===== src/rtl/bus_ext_mailbox.sv =====
// Multi-channel CPU/external mailbox: per channel an RX FIFO (external -> CPU) and a TX FIFO
// (CPU -> external), a memory-mapped register window and a level interrupt.
module bus_ext_mailbox #(
    parameter int                    ADDR_WIDTH   = 32,
    parameter int                    DATA_WIDTH   = 32,
    parameter logic [ADDR_WIDTH-1:0] BASE_ADDR    = 32'h0000_9000,
    parameter int                    NUM_CHANNELS = 2,
    parameter int                    FIFO_DEPTH   = 4
) (
    input  logic                               clk_i,
    input  logic                               reset_i,
    input  logic [ADDR_WIDTH-1:0]              address_i,
    input  logic                               we_i,
    input  logic                               re_i,
    input  logic [DATA_WIDTH-1:0]              data_i,
    output logic [DATA_WIDTH-1:0]              data_o,
    output logic                               irq_o,
    input  logic [NUM_CHANNELS-1:0]            ext_wr_valid_i,
    input  logic [NUM_CHANNELS*DATA_WIDTH-1:0] ext_wr_data_i,
    output logic [NUM_CHANNELS-1:0]            ext_wr_ready_o,
    output logic [NUM_CHANNELS-1:0]            ext_rd_valid_o,
    output logic [NUM_CHANNELS*DATA_WIDTH-1:0] ext_rd_data_o,
    input  logic [NUM_CHANNELS-1:0]            ext_rd_ready_i
);

    localparam int PTR_W = $clog2(FIFO_DEPTH);
    localparam int CNT_W = PTR_W + 1;
    localparam int CH_W  = (NUM_CHANNELS > 1) ? $clog2(NUM_CHANNELS) : 1;
    localparam logic [ADDR_WIDTH-1:0] WIN_SIZE = ADDR_WIDTH'(NUM_CHANNELS * 16);
    localparam logic [1:0] REG_DATA   = 2'd0;
    localparam logic [1:0] REG_STATUS = 2'd1;
    localparam logic [1:0] REG_IRQ_EN = 2'd2;
    localparam logic [1:0] REG_CTRL   = 2'd3;

    logic [DATA_WIDTH-1:0] rx_mem_r [NUM_CHANNELS][FIFO_DEPTH];
    logic [DATA_WIDTH-1:0] tx_mem_r [NUM_CHANNELS][FIFO_DEPTH];
    logic [PTR_W-1:0]      rx_wr_ptr_r [NUM_CHANNELS];
    logic [PTR_W-1:0]      rx_rd_ptr_r [NUM_CHANNELS];
    logic [PTR_W-1:0]      tx_wr_ptr_r [NUM_CHANNELS];
    logic [PTR_W-1:0]      tx_rd_ptr_r [NUM_CHANNELS];
    logic [CNT_W-1:0]      rx_cnt_r    [NUM_CHANNELS];
    logic [CNT_W-1:0]      tx_cnt_r    [NUM_CHANNELS];
    logic [1:0]            irq_en_r    [NUM_CHANNELS];
    logic [NUM_CHANNELS-1:0] tx_ovf_r;
    logic [NUM_CHANNELS-1:0] rx_udf_r;
    logic [DATA_WIDTH-1:0] data_r;
    logic                  irq_r;

    logic [ADDR_WIDTH-1:0] offset_s;
    logic                  hit_s;
    logic [CH_W-1:0]       ch_s;
    logic [1:0]            reg_s;
    logic [NUM_CHANNELS-1:0] sel_s;
    logic [NUM_CHANNELS-1:0] rx_empty_s, rx_full_s, tx_empty_s, tx_full_s;
    logic [NUM_CHANNELS-1:0] rx_push_s, rx_pop_s, tx_push_s, tx_pop_s;
    logic [NUM_CHANNELS-1:0] rx_udf_set_s, tx_ovf_set_s;
    logic [NUM_CHANNELS-1:0] flush_rx_s, flush_tx_s, clr_sticky_s, en_wr_s, irq_src_s;
    logic [DATA_WIDTH-1:0] rd_mux_s;
    logic [DATA_WIDTH-1:0] status_s;

    // Unaligned or out-of-window accesses fall outside every channel.
    assign offset_s = address_i - BASE_ADDR;
    assign hit_s    = (address_i >= BASE_ADDR) && (offset_s < WIN_SIZE) && (offset_s[1:0] == 2'b00);
    assign ch_s     = offset_s[4 +: CH_W];
    assign reg_s    = offset_s[3:2];

    // Per-channel FIFO status, handshakes and CPU access events.
    always_comb begin
        sel_s        = {NUM_CHANNELS{1'b0}};
        rx_empty_s   = {NUM_CHANNELS{1'b0}};
        rx_full_s    = {NUM_CHANNELS{1'b0}};
        tx_empty_s   = {NUM_CHANNELS{1'b0}};
        tx_full_s    = {NUM_CHANNELS{1'b0}};
        rx_push_s    = {NUM_CHANNELS{1'b0}};
        rx_pop_s     = {NUM_CHANNELS{1'b0}};
        tx_push_s    = {NUM_CHANNELS{1'b0}};
        tx_pop_s     = {NUM_CHANNELS{1'b0}};
        rx_udf_set_s = {NUM_CHANNELS{1'b0}};
        tx_ovf_set_s = {NUM_CHANNELS{1'b0}};
        flush_rx_s   = {NUM_CHANNELS{1'b0}};
        flush_tx_s   = {NUM_CHANNELS{1'b0}};
        clr_sticky_s = {NUM_CHANNELS{1'b0}};
        en_wr_s      = {NUM_CHANNELS{1'b0}};
        irq_src_s    = {NUM_CHANNELS{1'b0}};
        for (int c = 0; c < NUM_CHANNELS; c++) begin
            sel_s[c]      = hit_s && (ch_s == CH_W'(c));
            rx_empty_s[c] = (rx_cnt_r[c] == CNT_W'(0));
            rx_full_s[c]  = (rx_cnt_r[c] == CNT_W'(FIFO_DEPTH));
            tx_empty_s[c] = (tx_cnt_r[c] == CNT_W'(0));
            tx_full_s[c]  = (tx_cnt_r[c] == CNT_W'(FIFO_DEPTH));
            rx_pop_s[c]     = re_i && sel_s[c] && (reg_s == REG_DATA) && !rx_empty_s[c];
            rx_udf_set_s[c] = re_i && sel_s[c] && (reg_s == REG_DATA) && rx_empty_s[c];
            // A pop in the same cycle frees the slot, so a full FIFO still accepts the push.
            rx_push_s[c]    = ext_wr_valid_i[c] && (!rx_full_s[c] || rx_pop_s[c]);
            tx_pop_s[c]     = ext_rd_ready_i[c] && !tx_empty_s[c];
            tx_push_s[c]    = we_i && sel_s[c] && (reg_s == REG_DATA) && (!tx_full_s[c] || tx_pop_s[c]);
            tx_ovf_set_s[c] = we_i && sel_s[c] && (reg_s == REG_DATA) && tx_full_s[c] && !tx_pop_s[c];
            flush_rx_s[c]   = we_i && sel_s[c] && (reg_s == REG_CTRL) && data_i[0];
            flush_tx_s[c]   = we_i && sel_s[c] && (reg_s == REG_CTRL) && data_i[1];
            clr_sticky_s[c] = we_i && sel_s[c] && (reg_s == REG_CTRL) && data_i[2];
            en_wr_s[c]      = we_i && sel_s[c] && (reg_s == REG_IRQ_EN);
            irq_src_s[c]    = (!rx_empty_s[c] && irq_en_r[c][0]) || (tx_empty_s[c] && irq_en_r[c][1]);
        end
    end

    // FIFO storage; contents are only observable through valid pointers, so no reset.
    always_ff @(posedge clk_i) begin
        for (int c = 0; c < NUM_CHANNELS; c++) begin
            if (rx_push_s[c]) begin
                rx_mem_r[c][rx_wr_ptr_r[c]] <= ext_wr_data_i[c*DATA_WIDTH +: DATA_WIDTH];
            end
            if (tx_push_s[c]) begin
                tx_mem_r[c][tx_wr_ptr_r[c]] <= data_i;
            end
        end
    end

    // Pointers, counts, sticky flags and interrupt enables; flush overrides push and pop.
    always_ff @(posedge clk_i or posedge reset_i) begin
        if (reset_i) begin
            for (int c = 0; c < NUM_CHANNELS; c++) begin
                rx_wr_ptr_r[c] <= {PTR_W{1'b0}};
                rx_rd_ptr_r[c] <= {PTR_W{1'b0}};
                tx_wr_ptr_r[c] <= {PTR_W{1'b0}};
                tx_rd_ptr_r[c] <= {PTR_W{1'b0}};
                rx_cnt_r[c]    <= {CNT_W{1'b0}};
                tx_cnt_r[c]    <= {CNT_W{1'b0}};
                irq_en_r[c]    <= 2'b00;
            end
            tx_ovf_r <= {NUM_CHANNELS{1'b0}};
            rx_udf_r <= {NUM_CHANNELS{1'b0}};
        end else begin
            for (int c = 0; c < NUM_CHANNELS; c++) begin
                if (flush_rx_s[c]) begin
                    rx_wr_ptr_r[c] <= {PTR_W{1'b0}};
                    rx_rd_ptr_r[c] <= {PTR_W{1'b0}};
                    rx_cnt_r[c]    <= {CNT_W{1'b0}};
                end else begin
                    if (rx_push_s[c]) rx_wr_ptr_r[c] <= rx_wr_ptr_r[c] + PTR_W'(1);
                    if (rx_pop_s[c])  rx_rd_ptr_r[c] <= rx_rd_ptr_r[c] + PTR_W'(1);
                    case ({rx_push_s[c], rx_pop_s[c]})
                        2'b10:   rx_cnt_r[c] <= rx_cnt_r[c] + CNT_W'(1);
                        2'b01:   rx_cnt_r[c] <= rx_cnt_r[c] - CNT_W'(1);
                        default: rx_cnt_r[c] <= rx_cnt_r[c];
                    endcase
                end
                if (flush_tx_s[c]) begin
                    tx_wr_ptr_r[c] <= {PTR_W{1'b0}};
                    tx_rd_ptr_r[c] <= {PTR_W{1'b0}};
                    tx_cnt_r[c]    <= {CNT_W{1'b0}};
                end else begin
                    if (tx_push_s[c]) tx_wr_ptr_r[c] <= tx_wr_ptr_r[c] + PTR_W'(1);
                    if (tx_pop_s[c])  tx_rd_ptr_r[c] <= tx_rd_ptr_r[c] + PTR_W'(1);
                    case ({tx_push_s[c], tx_pop_s[c]})
                        2'b10:   tx_cnt_r[c] <= tx_cnt_r[c] + CNT_W'(1);
                        2'b01:   tx_cnt_r[c] <= tx_cnt_r[c] - CNT_W'(1);
                        default: tx_cnt_r[c] <= tx_cnt_r[c];
                    endcase
                end
                if (en_wr_s[c]) irq_en_r[c] <= data_i[1:0];
                // A new error event in the clearing cycle is kept rather than lost.
                tx_ovf_r[c] <= (tx_ovf_r[c] && !clr_sticky_s[c]) || tx_ovf_set_s[c];
                rx_udf_r[c] <= (rx_udf_r[c] && !clr_sticky_s[c]) || rx_udf_set_s[c];
            end
        end
    end

    // CPU read mux for the addressed channel register.
    always_comb begin
        rd_mux_s = {DATA_WIDTH{1'b0}};
        status_s = {DATA_WIDTH{1'b0}};
        if (hit_s) begin
            status_s[0]     = !rx_empty_s[ch_s];
            status_s[1]     = rx_full_s[ch_s];
            status_s[2]     = tx_empty_s[ch_s];
            status_s[3]     = tx_full_s[ch_s];
            status_s[4]     = tx_ovf_r[ch_s];
            status_s[5]     = rx_udf_r[ch_s];
            status_s[15:8]  = 8'(rx_cnt_r[ch_s]);
            status_s[23:16] = 8'(tx_cnt_r[ch_s]);
            case (reg_s)
                REG_DATA:   rd_mux_s = rx_empty_s[ch_s] ? {DATA_WIDTH{1'b0}} : rx_mem_r[ch_s][rx_rd_ptr_r[ch_s]];
                REG_STATUS: rd_mux_s = status_s;
                REG_IRQ_EN: rd_mux_s = {{(DATA_WIDTH-2){1'b0}}, irq_en_r[ch_s]};
                REG_CTRL:   rd_mux_s = {DATA_WIDTH{1'b0}};
                default:    rd_mux_s = {DATA_WIDTH{1'b0}};
            endcase
        end else begin
            rd_mux_s = {DATA_WIDTH{1'b0}};
        end
    end

    // Registered read data (held between reads) and registered interrupt.
    always_ff @(posedge clk_i or posedge reset_i) begin
        if (reset_i) begin
            data_r <= {DATA_WIDTH{1'b0}};
            irq_r  <= 1'b0;
        end else begin
            if (re_i) data_r <= rd_mux_s;
            irq_r <= |irq_src_s;
        end
    end

    // External stream outputs; the head word is masked while the TX FIFO is empty.
    always_comb begin
        ext_rd_data_o = {(NUM_CHANNELS*DATA_WIDTH){1'b0}};
        for (int c = 0; c < NUM_CHANNELS; c++) begin
            if (tx_empty_s[c]) begin
                ext_rd_data_o[c*DATA_WIDTH +: DATA_WIDTH] = {DATA_WIDTH{1'b0}};
            end else begin
                ext_rd_data_o[c*DATA_WIDTH +: DATA_WIDTH] = tx_mem_r[c][tx_rd_ptr_r[c]];
            end
        end
    end

    assign ext_wr_ready_o = ~rx_full_s;
    assign ext_rd_valid_o = ~tx_empty_s;
    assign data_o         = data_r;
    assign irq_o          = irq_r;

endmodule


===== config.mk =====
export PLATFORM = sky130hd
export DESIGN_NAME = bus_ext_mailbox
export DESIGN_NICKNAME = d
export VERILOG_FILES = /design/src/rtl/bus_ext_mailbox.sv
export SDC_FILE = /design/constraint.sdc
export NUM_CORES = 1
export LEC_CHECK = 0
export ABC_AREA = 1
export BUFFER_PORTS_ARGS = -buffer_cell sky130_fd_sc_hd__clkbuf_2
export CAP_MARGIN = 5
export CORE_MARGIN = 10
export CORE_UTILIZATION = 59
export DETAILED_ROUTE_END_ITERATION = 8
export PLACE_DENSITY = 0.9
export RECOVER_POWER = 50
export SLEW_MARGIN = 20
export SYNTH_ARGS = -nofsm -noshare
export SYNTH_HDL_FRONTEND = slang
export SYNTH_SLANG_ARGS = --single-unit

===== constraint.sdc =====
create_clock -name clk_i -period 3.3 [get_ports clk_i]
set_input_delay 0.495 -clock clk_i [delete_from_list [all_inputs] [get_ports clk_i]]
set_output_delay 0.495 -clock clk_i [all_outputs]
set_load 0.005 [all_outputs]

Word-level counts from Yosys, hierarchy flattened
Memory sizes are Yosys's and may differ from the RTL's.
Cells that the tools add are included.
W data, S select, Z words.
{"block": "word_totals", "reg_bits": 69, "ram_bits": 512, "output_inout_bits": 101, "word_cells": 250, "memories": 2}
{"block": "op_classes", "addsub": 17, "magnitude_cmp": 15, "n_eq_ne": 15, "mux": 81, "n_bitwise": 11, "reduce_logical": 91}
{"memory": "rx_mem_r", "depth": 2, "word_bits": 128, "rd": 1, "rd_ports_with_merged_regs": 0, "wr": 2, "line": "35", "text": "logic [DATA_WIDTH-1:0] rx_mem_r [NUM_CHANNELS][FIFO_DEPTH];"}
{"memory": "tx_mem_r", "depth": 2, "word_bits": 128, "rd": 2, "rd_ports_with_merged_regs": 0, "wr": 1, "line": "36", "text": "logic [DATA_WIDTH-1:0] tx_mem_r [NUM_CHANNELS][FIFO_DEPTH];"}
{"cell": "$mux W128", "count": 6}
{"cell": "$mux W32", "count": 14}
{"cell": "$demux W32 S2", "count": 4}
{"cell": "$bmux W32 S2", "count": 3}
{"cell": "$pmux W32 S4", "count": 1}
{"cell": "$reduce_or A128 Y1", "count": 1}
{"cell": "$logic_and A1 B1 Y1", "count": 48}
{"cell": "$mux W2", "count": 22}
{"cell": "$ge A32 B16 Y1 const B", "count": 1}
{"cell": "$lt A32 B6 Y1 const B", "count": 1}
{"cell": "$sub A32 B16 Y32 const B", "count": 1}
{"cell": "$mux W3", "count": 10}
{"cell": "$pmux W3 S2", "count": 4}
{"cell": "$ge A3 B3 Y1 const B", "count": 7}
{"cell": "$not A2 Y3", "count": 7}
{"cell": "$mux W1", "count": 17}
{"cell": "$add A2 B1 Y2 const B", "count": 8}
{"cell": "$reduce_bool A2 Y1", "count": 8}
{"cell": "$logic_not A1 Y1", "count": 13}
{"cell": "$add A3 B1 Y3 const B", "count": 4}
{"cell": "$eq A2 B2 Y1 const B", "count": 6}
{"cell": "$eq A3 B3 Y1 const B", "count": 4}
{"cell": "$logic_not A3 Y1", "count": 4}
{"cell": "$lt A3 B1 Y1 const B", "count": 4}
{"cell": "other kinds (11)", "count": 32}

Longest topological paths before layout
{"block": "logic_depth", "ltp_word": 13, "ltp_mapped": 21}

Least setup slack after synthesis
OpenSTA, ideal clock, no wires.
{"block": "synth_timing", "kind": "in2reg", "from": "input port address_i[17]", "to": "memory tx_mem_r[0][0] (netlist bit) (enable)", "setup_time_ns": 0.421, "t_arrival_ns": 3.227, "required_time_ns": 2.879, "slack_ns": -0.348, "cell_stages": 11, "path_buffers": 0, "cell_sequence": "nor2_4 nand2_2 nor2_4 nand3_2 xor2_2 nand2_1 inv_2 nand3_4 nor3_4 nand3_2 nor2_1"}
{"block": "synth_via", "elab_chain_cells": 12}
{"element": "start, declared", "line": "12", "text": "input logic [ADDR_WIDTH-1:0] address_i,"}
{"element": "$sub A32 B16 Y32", "line": "62", "text": "assign offset_s = address_i - BASE_ADDR;"}
{"element": "$lt A32 B6 Y1", "line": "63", "text": "assign hit_s = (address_i >= BASE_ADDR) && (offset_s < WIN_SIZE) && (offset_s[1:0] == 2'b00);"}
{"element": "$logic_and A1 B1 Y1 * (2 in a row)", "line": "63"}
{"element": "$logic_and A1 B1 Y1", "line": "86", "text": "sel_s[c] = hit_s && (ch_s == CH_W'(c));"}
{"element": "$logic_and A1 B1 Y1 (3 in a row)", "line": "96", "text": "tx_push_s[c] = we_i && sel_s[c] && (reg_s == REG_DATA) && (!tx_full_s[c] || tx_pop_s[c]);"}
{"element": "$mux W1", "line": "112", "text": "if (tx_push_s[c]) begin"}
{"element": "$mux W128 (implied by the code)", "line": "113", "text": "tx_mem_r[c][tx_wr_ptr_r[c]] <= data_i;"}
{"element": "$reduce_or A128 Y1 (no source line)"}
{"element": "$mux W1 (no source line) or $mux W128 (tied branches)"}
{"element": "end, declared", "line": "36"}
Mark *: on every way between the ends. The rest lies on a longest branch, timed or not.

Worst setup path after layout
{"block": "layout_timing", "from": "register rx_rd_ptr_r[0] (netlist bit)", "to": "register data_r[14] (netlist: data_o[14])"}
{"block": "layout_via", "elab_chain_cells": 10}
{"element": "start, declared", "line": "38", "text": "logic [PTR_W-1:0] rx_rd_ptr_r [NUM_CHANNELS];"}
{"element": "start signal, assigned by index", "line": "123", "text": "rx_rd_ptr_r[c] <= {PTR_W{1'b0}};"}
{"element": "start signal, assigned by index", "line": "136", "text": "rx_rd_ptr_r[c] <= {PTR_W{1'b0}};"}
{"element": "start signal, assigned by index", "line": "140", "text": "if (rx_pop_s[c]) rx_rd_ptr_r[c] <= rx_rd_ptr_r[c] + PTR_W'(1);"}
{"element": "$mux W2 (implied by the code) (3 in a row)", "line": "182", "text": "REG_DATA: rd_mux_s = rx_empty_s[ch_s] ? {DATA_WIDTH{1'b0}} : rx_mem_r[ch_s][rx_rd_ptr_r[ch_s]];"}
{"element": "$not A2 Y3 (implied by the code)", "line": "182"}
{"element": "$bmux W32 S2", "line": "182"}
{"element": "$mux W32 (implied by the code) (2 in a row)", "line": "182"}
{"element": "$mux W32", "line": "182"}
{"element": "$pmux W32 S4", "line": "181", "text": "case (reg_s)"}
{"element": "$mux W32", "line": "172", "text": "if (hit_s) begin"}
{"element": "end signal, assigned", "line": "196", "text": "data_r <= {DATA_WIDTH{1'b0}};"}
{"element": "end signal, assigned", "line": "199", "text": "if (re_i) data_r <= rd_mux_s;"}
{"element": "end, declared", "line": "46", "text": "logic [DATA_WIDTH-1:0] data_r;"}
No other way between the ends. The select of a mux whose other input is x is not followed.
A chain may end at the register's enable or synchronous reset.

==> summary.md <==
| Metric | Value |
|---|---|
| Most frequent cells in the layout | edfxtp_1 (512), nor2_1 (434), o21ai_0 (271), nand2_1 (194), clkbuf_1 (147) |
| Hold EP | rx_mem_r[1][98]$_DFFE_PP_ |
| Crit start category | register |
| Nets | between 2,000 and 2,500 |
| Hold Fails Final Rpt | 0 |
| Worst Setup Path Type | register to register |
| CTS Buf Count | 55 |
| Initial antenna violation count | 8 |
| Slowest stage cell, crit path | buf_4 |
| First-pass GRT wire length | 102 mm |
| Post-synth EDFFs | 512 |
| Critical path cell sequence | inv_1 -> nand2_1 -> o21ai_4 -> buf_4 -> buf_4 -> o21ai_0 -> o221ai_1 -> nand3_1 -> o21ai_0 |
| Yosys warnings | 0 |
| Status | complete, but fails checks |
| Drt initial violations | approximately 2,600 |
| Placed Area | roughly 26,000 um^2 |
| Clock root cell | clkbuf_16 |
| Clk pwr share | a little under a third |
| Comb pwr share | 25.4% |
| Die height | about 220 um |
| Syn Inst Count | a little over 2,000 |
| FF-to-FF End | data_o[14]$_DFFE_PP0P_ |
| Most used routing layer | met2 |
| Post-DP HPWL | around 40 mm |
| Worst-path clk slew | roughly 0.07 ns |
| Clock Latency Late Sink | just over 0.6 ns |
| # rows | 74 |
| Post-Syn Area | approximately 24,000 um^2 |
| Drt first pass iters | 6 |
| Layout Cell Area excl Fill | 28,100 um^2 |
| Post-route DRC | 0 |
| RR Startpoint | rx_rd_ptr_r[0]$_DFFE_PP0P_ |
| Largest net degree at the start of global routing | between 90 and 100 |
| Routability Congestion | just under 0.9 |
| Via count | approximately 18,000 |
| Met2 Use GR | ~46% |
| Hold WC Path Type | input pin to register |
| Total wire length | roughly 67 mm |
| Worst EP arrival | 3.61 ns |
| Vias in the first global route | between 15,000 and 20,000 |
| Setup TNS | 0 ns |
| Worst Max-Slew Pin Slew | 1.79 ns |
| Final Skew | roughly 0.029 ns |
| Clock Path Buffers | 3 |
| Die X | between 200 and 250 um |
| Syn_nets | approximately 2,200 |
| CP max stage delay | 0.69 ns |
| Switching share of total power | 31.5% |
| Max FO, Critical Path | slightly above 90 |
| Minimum clock period | 3.16 ns |
| Pleak | between 10 and 15 nW |
| Commonest non-fill, non-tap cell in the layout | edfxtp_1 |
| Ratio of cells with drive above 1 in the final layout | between 10% and 20% |
| Mux cell area share after synthesis | 0.124% |
| CTS tree | yes |
| Synthesized area per cell | 11.8 um^2 |
| Gr usage total | between 20% and 30% |
| Postcts setup bufs | 0 |
| Slew HR | -20.1% |
| Top Ports | around 240 |
| M1 GR Usage | 30.4% |
| Tcrit/Tclk final | around 96% |
| Seq pwr share | a little over two fifths |
| FMAX | roughly 0.32 GHz |
| Worst hold path depth | 1 |
| Largest family of logic cells by synthesized area | simple AND/OR/NAND/NOR gates |
| Starting Density | about 60% |
| Switch Pwr | about 6.7 mW |
| Final Max Slew Viols | 36 |
| Synth cell types | 49 |
| Area grow syn2layout | 15.8% |
| GRT Residual Overflow | 0 |
| Die area | a little under 50,000 um^2 |
| RSZ-0062 raised after global routing | no |
| Via density | about 6.2 |
| Simple-gate share of the synthesized area | between 10% and 20% |
| GR Util met3 | between 6 and 7% |
| Final Setup Violations | 0 |
| Synth Area in Compound Gates | between 10% and 20% |
| Internal power | approximately 15 mW |
| Post-Synth Adder-Cell Area | under 10% |
| Crit path required time | ~3.8 ns |
| DR WL/cell | approximately 23 um |
| # fillers | around 2,600 |
| Yosys reg bits | 581 |
| Reg2Reg Depth | 9 |
| Violated checks | max-capacitance violations, max-slew violations |
| Hold Slack | about 0.14 ns |
| Placeable core region | between 40,000 and 50,000 um^2 |
| H-tree depth | 2 |
| R2r setup slk | between 0.1 and 0.15 ns |
| Post-Layout Cell Count | 2,881 |
| CTS sink cnt | roughly 580 |
| Seq/Total Area, Yosys | between 70% and 80% |
| Max_cap viols | 1 |
| Hold Startpoint | ext_wr_data_i[34] |
| Post-Place Cells | 2,770 |
| Worst vdd ir | approximately 0.6 mV |
| Post-Synth XOR/XNOR Area | less than 1% |
| Worst Setup End Kind | register |
| Synth Flop Type | edfxtp_1 |
| Routed Antenna Nets | 0 |
| Power per Cell Area | 756 nW/um^2 |
| Total Power | between 20 and 25 mW |
| Post-synth ARST share | a little under an eighth |
| Port bufs | between 200 and 250 |
-- registers in the layout, indices dropped and copies added (netlist names), 4 cells and up --
register / count
rx_mem_r: 256
tx_wr_ptr_r: 4
irq_en_r: 4
tx_rd_ptr_r: 4
tx_cnt_r: 6
rx_cnt_r: 6
data_o: 32
rx_rd_ptr_r: 4
tx_mem_r: 256
rx_wr_ptr_r: 4
-- cell type report --
type	instances	area, um^2	area share [%]
clock buffers	74	1520	5.40
clock inverters	30	422	1.50
inverters	106	400	1.42
diodes	6	15.0	0.0534
multi-input cells	1270	6410	22.8
flip-flops and latches	581	17100	60.8
repair buffers	282	1580	5.62
well taps	532	666	2.37
-- logic make-up (layout without fill, tap and decap cells) --
kind of cell    Yosys count  count (layout)
fa+ha+maj                20              20
mux                       3               3
flops                   581             581
compound gates          461             461
xor+xnor                  9               9
simple gates            777             777
buf+inv                 215             492
other cells               0               6
-- critical path, delay by kind of cell, from the launching register on --
kind | cells | cell delay [ns]
flops | 1 | 0.38
simple gates | 2 | 0.28
buf+inv | 3 | 1.12
compound gates | 4 | 1.17
-- cells in the mapped netlist, types with 2 or more instances --
cell | n | area share, %
nand2_2 | 15 | 0.39
o211ai_1 | 3 | 0.093
clkinv_1 | 7 | 0.11
o31ai_1 | 8 | 0.25
buf_1 | 7 | 0.11
o21ai_0 | 271 | 5.6
a211oi_1 | 2 | 0.062
nand3_2 | 9 | 0.37
xnor2_1 | 3 | 0.11
nand3_1 | 63 | 1.3
buf_2 | 3 | 0.062
o21ai_1 | 13 | 0.27
nand3b_1 | 2 | 0.062
a32oi_1 | 7 | 0.25
or2_2 | 2 | 0.052
o221ai_1 | 51 | 1.8
mux2i_1 | 3 | 0.12
xor2_1 | 5 | 0.18
inv_2 | 8 | 0.12
a32o_1 | 5 | 0.21
edfxtp_1 | 512 | 63
nand4_2 | 7 | 0.36
dfrtp_1 | 69 | 7.1
nand4_1 | 10 | 0.26
nor2_4 | 8 | 0.37
nor2_1 | 447 | 6.9
a21oi_1 | 90 | 1.9
fa_1 | 4 | 0.33
nor3_1 | 4 | 0.082
nor2_2 | 9 | 0.23
nand2_1 | 194 | 3.0
a31oi_1 | 5 | 0.13
nor3_4 | 2 | 0.13
ha_1 | 16 | 0.82
inv_1 | 91 | 1.4
clkbuf_1 | 98 | 1.5
-- how the worst max path moves through the flow --
stage                                    start                  endpoint  slack (ns)  cells past startpoint
CTS                 tx_rd_ptr_r[3]$_DFFE_PP0P_         ext_rd_data_o[28]        0.20                      6
detailed placement               address_i[14]   tx_cnt_r[2]$_DFFE_PP0P_        0.08                     19
finish              rx_rd_ptr_r[0]$_DFFE_PP0P_    data_o[14]$_DFFE_PP0P_        0.14                      9
global placement                 address_i[14]   tx_cnt_r[2]$_DFFE_PP0P_        0.17                     19
global route           tx_cnt_r[3]$_DFFE_PP0P_         ext_rd_data_o[28]        0.01                      6
floorplan                        address_i[17]  tx_mem_r[0][0]$_DFFE_PP_       -0.35                     11
-- metal layers --
layer | up-vias | part of all wire, %
met5 | - | 0.070
met4 | 6 | 2.5
met3 | 163 | 11
met2 | 1192 | 52
met1 | 8633 | 35
li1 | 7802 | -
-- stage by stage --
| step | worst slack (ns) | utilization [%] |
|---|---|---|
| 3_5_place_dp | 0.0754 | 64.7 |
| 3_3_place_gp | 0.167 | 64.7 |
| 5_1_grt | 0.0130 | 69.0 |
| 4_1_cts | 0.200 | 69.5 |
| 2_1_floorplan | -0.348 | - |
| 6_report | 0.145 | 69.0 |
-- power by group through the flow --
stage | Combinational [mW] | Sequential [mW] | Clock, mW
finish | 5.40 | 9.13 | 6.72
global placement | 5.01 | 9.21 | 0
global route | 5.92 | 9.17 | 7.05
detailed placement | 5.28 | 9.25 | 0
CTS | 5.39 | 9.12 | 6.76
floorplan | 3.04 | 9.15 | 0
-- repair_timing --
action,in CTS,in global routing
hold buffers,1,0
endpoints found under the hold margin,29,0
gates resized for setup,0,0
setup endpoints to repair,0,0
Power figures use the tool's default switching activity.
